## src/rtl/hazard_ctrl.sv

```systemverilog
// Pipeline hazard sequencer: load-use stalls, MDU multi-cycle stalls, branch flush/redirect
// and EX-stage operand forwarding, plus a saturating stall-cycle counter.
//
// state | meaning
// RUN   | normal issue; branch, MDU start and load-use are evaluated each cycle
// MDU   | multi-cycle mult/div occupying EX; pipeline held until cnt reaches 0
module hazard_ctrl #(
    parameter int MDU_LAT = 8,
    parameter int CNT_W   = 16
) (
    input  logic             clk,
    input  logic             reset,
    input  logic [4:0]       Rs_ID,
    input  logic [4:0]       Rt_ID,
    input  logic             UseRs_ID,
    input  logic             UseRt_ID,
    input  logic [4:0]       Rs_EX,
    input  logic [4:0]       Rt_EX,
    input  logic [4:0]       Rd_EX,
    input  logic             RegWrite_EX,
    input  logic             MemToReg_EX,
    input  logic [4:0]       Rd_MEM,
    input  logic             RegWrite_MEM,
    input  logic [4:0]       Rd_WB,
    input  logic             RegWrite_WB,
    input  logic             MduStart_EX,
    input  logic             BrResolve_EX,
    input  logic [31:0]      BrTarget_EX,
    output logic             AnyStall,
    output logic             Bubble_EX,
    output logic             Flush_ID,
    output logic             BranchTaken_EX,
    output logic [31:0]      RedirectPc_EX,
    output logic [1:0]       FwdA_EX,
    output logic [1:0]       FwdB_EX,
    output logic             MduBusy,
    output logic [CNT_W-1:0] StallCnt
);

    typedef enum logic {RUN, MDU} state_t;

    // The start cycle is spent in RUN, so MDU holds for MDU_LAT-1 cycles.
    localparam logic [3:0] CNT_INIT = 4'(MDU_LAT - 2);

    state_t            state, state_nx;
    logic [3:0]        cnt, cnt_nx;
    logic [CNT_W-1:0]  stall_cnt;
    logic              load_use;

    function automatic logic [1:0] fwd_sel(input logic [4:0] src,
                                           input logic       wr_mem, input logic [4:0] rd_mem,
                                           input logic       wr_wb,  input logic [4:0] rd_wb);
        logic [1:0] sel;
        sel = 2'd0;
        if (wr_mem && rd_mem != 5'd0 && rd_mem == src)
            sel = 2'd1;
        else if (wr_wb && rd_wb != 5'd0 && rd_wb == src)
            sel = 2'd2;
        return sel;
    endfunction

    assign load_use = RegWrite_EX && MemToReg_EX && (Rd_EX != 5'd0) &&
                      ((UseRs_ID && Rs_ID == Rd_EX) || (UseRt_ID && Rt_ID == Rd_EX));

    always_ff @(posedge clk) begin
        if (reset) begin
            state     <= RUN;
            cnt       <= 4'd0;
            stall_cnt <= '0;
        end else begin
            state <= state_nx;
            cnt   <= cnt_nx;
            if (AnyStall && stall_cnt != {CNT_W{1'b1}})
                stall_cnt <= stall_cnt + 1'b1;
        end
    end

    always_comb begin
        state_nx = state;
        cnt_nx   = cnt;
        case (state)
            RUN: begin
                if (!BrResolve_EX && MduStart_EX) begin
                    state_nx = MDU;
                    cnt_nx   = CNT_INIT;
                end
            end
            MDU: begin
                if (cnt == 4'd0)
                    state_nx = RUN;
                else
                    cnt_nx = cnt - 1'b1;
            end
            default: state_nx = RUN;
        endcase
    end

    always_comb begin
        AnyStall       = 1'b0;
        Bubble_EX      = 1'b0;
        Flush_ID       = 1'b0;
        BranchTaken_EX = 1'b0;
        RedirectPc_EX  = 32'd0;
        FwdA_EX        = 2'd0;
        FwdB_EX        = 2'd0;
        MduBusy        = 1'b0;
        StallCnt       = '0;
        if (!reset) begin
            FwdA_EX  = fwd_sel(Rs_EX, RegWrite_MEM, Rd_MEM, RegWrite_WB, Rd_WB);
            FwdB_EX  = fwd_sel(Rt_EX, RegWrite_MEM, Rd_MEM, RegWrite_WB, Rd_WB);
            StallCnt = stall_cnt;
            case (state)
                RUN: begin
                    if (BrResolve_EX) begin
                        BranchTaken_EX = 1'b1;
                        RedirectPc_EX  = BrTarget_EX;
                        Flush_ID       = 1'b1;
                        Bubble_EX      = 1'b1;
                    end else if (MduStart_EX) begin
                        AnyStall = 1'b1;
                    end else if (load_use) begin
                        AnyStall  = 1'b1;
                        Bubble_EX = 1'b1;
                    end
                end
                MDU: begin
                    AnyStall = 1'b1;
                    MduBusy  = 1'b1;
                end
                default: ;
            endcase
        end
    end

endmodule
```

## config.mk

```make
export PLATFORM = sky130hd
export DESIGN_NAME = hazard_ctrl
export DESIGN_NICKNAME = d
export VERILOG_FILES = /design/src/rtl/hazard_ctrl.sv
export SDC_FILE = /design/constraint.sdc
export NUM_CORES = 1
export LEC_CHECK = 0
export ABC_AREA = 1
export CAP_MARGIN = 25
export CORE_ASPECT_RATIO = 1.75
export CORE_MARGIN = 8
export CORE_UTILIZATION = 37
export DETAILED_ROUTE_END_ITERATION = 12
export PLACE_DENSITY_LB_ADDON = 0.05
export SYNTH_ARGS = -nofsm -noshare
export SYNTH_HDL_FRONTEND = slang
export SYNTH_SLANG_ARGS = --single-unit
```

## constraint.sdc

```tcl
create_clock -name clk -period 2.3 [get_ports clk]
set_input_delay 0.575 -clock clk [delete_from_list [all_inputs] [get_ports clk]]
set_output_delay 0.575 -clock clk [all_outputs]
set_load 0.05 [all_outputs]
```

==> reports/qor.yml, run 1 <==
layout:
  nets: 603
  fin_util_pct: 74.0
  drive_above_1_share_pct: 37.9
  postLayoutCellArea_um2: 4130
  syn_to_final_growth_pct: 94.1
  insertedDiodeCount: 0
  fin_cells: 598
worst_setup_path:
  cpMostUsedCell: "buf_4"
  path_depth: 8
  slowest_delay_ns: 0.21
  crit_path_end: "FwdB_EX[1]"
  crit_path_end_kind: "primary output"
  worstSetupPathType: "in2out"
  rrSetupSlack_ns: 0.49
  crit_fanout: 3
  crit_buf_inv: 3
  crit_path_start_kind: "input pin"
  cp-startpoint: "Rd_MEM[0]"
  cp_slowest_cell: "o21ai_4"
  regToRegEndpoint: "stall_cnt[13]"
  reg2regPathDepth: 9
  r2r-start: "stall_cnt[1]"
  worstPathRequired_ns: 1.73
  arrival_ns: 1.70
  crit_chain: "buf_4 > nor2_2 > nand2_2 > o21ai_4 > nor4_4 > buf_4 > nor3_4 > buf_12"
  path_delay_family: "simple AND/OR/NAND/NOR gates"
placement:
  pre_cts_slack_ns: -0.511
  routabilityCongestion: 0.837
  dp_hpwl_um: 6880
  place_inst: 590
  dpl_cell_area_um2: 3930
  port_buffers: 133
synthesis:
  yosys_warnings: 0
  yosysMostFrequentCell: "inv_1"
  syn_nets: 451
  syn_area_um2: 2130
  synth_top_area_share_pct: 19.8
  postSynthCellCount: 371
  synth-main-ff-cell: "dfxtp_1"
  synth_edf_count: 0
  synth_cell_types: 30
  synth_area_leaders: "dfxtp_1 (20%), inv_1 (14%), nor2_1 (13%), nand2_1 (12%), xor2_1 (9.9%)"
  ys_ff_latch: 21
  synth_area_leader_cell: "dfxtp_1"
  avgSynthCellArea_um2: 5.74
  postSynth.asyncResetShare_pct: 0
  netlist_top_cells_count: "inv_1 (81), nor2_1 (71), nand2_1 (69), nand3_1 (24), xor2_1 (24)"
  ys_seq_area_share_pct: 19.8
clock_tree:
  cts_tree: "done"
  cts-root-buf: "clkbuf_8"
  cts_sinks: 21
  htreeDepth: 1
  cts-hold-fix-buffers: 0
  clock_latency_ns: 0.27
  clk_path_buf_depth: 2
  cts_buffers: 3
  clk_pin_slew_ns: 0.08
die:
  die_h_um: 116
  coreArea_um2: 5590
  rows: 36
  start_util_pct: 38.1
  die_w_um: 73.3
  ios: 134
  die_area_um2: 8530
timing:
  setup_viol: 0
  min_period_ns: 2.28
  tightest_slew_ns: 0.393
  worst_slack_ns: 0.0239
  slew_viol_final: 0
  relSlewSlack_pct: 73.6
  skew_ns: 0.0112
  finalHoldViolCount: 0
  rsz0062_at_grt: "yes"
  period_share_pct: 99.0
  hold_slack_ns: 0.452
  max_freq_mhz: 439
  setup_tns_ns: 0
detailed_routing:
  finalWirelength_um: 8770
  wl_per_cell_um: 14.7
  drt_first_pass_iters: 4
  viasPerCell: 4.70
  post-route-drc-count: 0
  via_count: 2808
  drt_iter0_drc: 91
  antenna_left: 0
hold_path:
  min_path_type: "reg2reg"
power_and_ir_drop:
  vdd.ir_drop.worst_mv: 0.392
  power_leakage_nw: 1.97
  p_per_area_nw_per_um2: 306
  power_mw: 1.27
global_route:
  grt_pass1_wl_um: 13600
  grt_start_max_net_pins: 31
  grt_usage_pct: 19.9
  grt_pass1_vias: 2892
  antenna_found_initial: 0
  gr-total-overflow: 0
run_status:
  outcome: "completed"
flow_run:
  drv_cap: 0
==> metal layers <==
| layer | up-vias | part of all wire (%) | GRT usage [%] |
|---|---|---|---|
| met3 | 12 | 7.0 | 3.70 |
| li1 | 1416 | - | - |
| met5 | - | 0 | 0 |
| met4 | 0 | 1.9 | 6.31 |
| met1 | 1285 | 36 | 20.2 |
| met2 | 95 | 55 | 38.7 |
==> timing repair <==
item,in CTS,in global routing
gates resized for setup,188,8
setup endpoints to repair,38,5
pin swaps,36,14
setup buffers,2,0
gates cloned,3,0
==> worst reg2reg max path, stage by stage, from the launching register on <==
cell	delay [ns]
dfxtp_1	0.39
ha_1	0.22
nand2_2	0.10
nor3_4	0.24
nand2_2	0.11
nor3_2	0.15
nand2_2	0.08
nand2_2	0.24
nand2_1	0.11
a21oi_2	0.13
==> cells by family (layout without fill, tap and decap cells) <==
logic type,after synthesis,in the layout,share of synthesized area (%)
compound gates,30,30,9.47
xor+xnor,30,30,12.3
fa+ha+maj,3,3,1.76
buf+inv,98,249,18.0
flops,21,21,19.8
simple gates,189,189,38.7
==> power by group <==
group	switching, mW	internal (mW)	total, mW
combinational	0.350	0.280	0.630
clock	0.133	0.123	0.255
sequential	0.00746	0.373	0.381
==> cell type report <==
cell class	instances	area, um2
tap	76	95.1
clock buffer	3	41.3
clock inverter	1	7.51
fill	455	1450
multi-input combinational	252	1700
inverter	86	325
timing repair buffer	159	1540
sequential	21	420
==> registers in the layout, summed over array words and instances (netlist names) <==
name	count
state	1
stall_cnt	16
cnt	4
==> cells in the final DEF (no fill, tap or decap), types with 4 or more instances in the layout <==
cell type and count:
a21oi_1 10, a21oi_2 10, buf_12 10, buf_2 26, buf_4 45, buf_6 27
buf_8 4, clkdlybuf4s50_1 34, dfxtp_1 21, dlygate4sd2_1 8, inv_1 79, inv_2 6
nand2_1 66, nand2_2 7, nand3_1 24, nand4_1 4, nor2_1 34, nor2_2 5
nor2_4 33, nor3_2 4, o21ai_0 4, xnor2_1 5, xor2_1 23
==> worst min path at each step <==
stage	from	end	depth (start not counted)
6_report	cnt[0]	cnt[0]	1
5_1_grt	cnt[0]	cnt[0]	1
4_1_cts	cnt[0]	cnt[0]	1
3_5_place_dp	cnt[0]	cnt[0]	1
3_3_place_gp	cnt[0]	cnt[0]	1
2_1_floorplan	cnt[0]	cnt[0]	1
No activity file was read; power rests on OpenSTA's default activity.
==> run 2, diff against run 1 <==
--- a/config.mk
+++ b/config.mk
@@ -6,7 +6,7 @@
 export NUM_CORES = 1
 export LEC_CHECK = 0
 export ABC_AREA = 1
-export CAP_MARGIN = 25
+export CAP_MARGIN = 0
 export CORE_ASPECT_RATIO = 1.75
 export CORE_MARGIN = 8
 export CORE_UTILIZATION = 37
==> results of run 2 <==
Same layout as run 1: the final DEF is identical, and so are final timing and power.
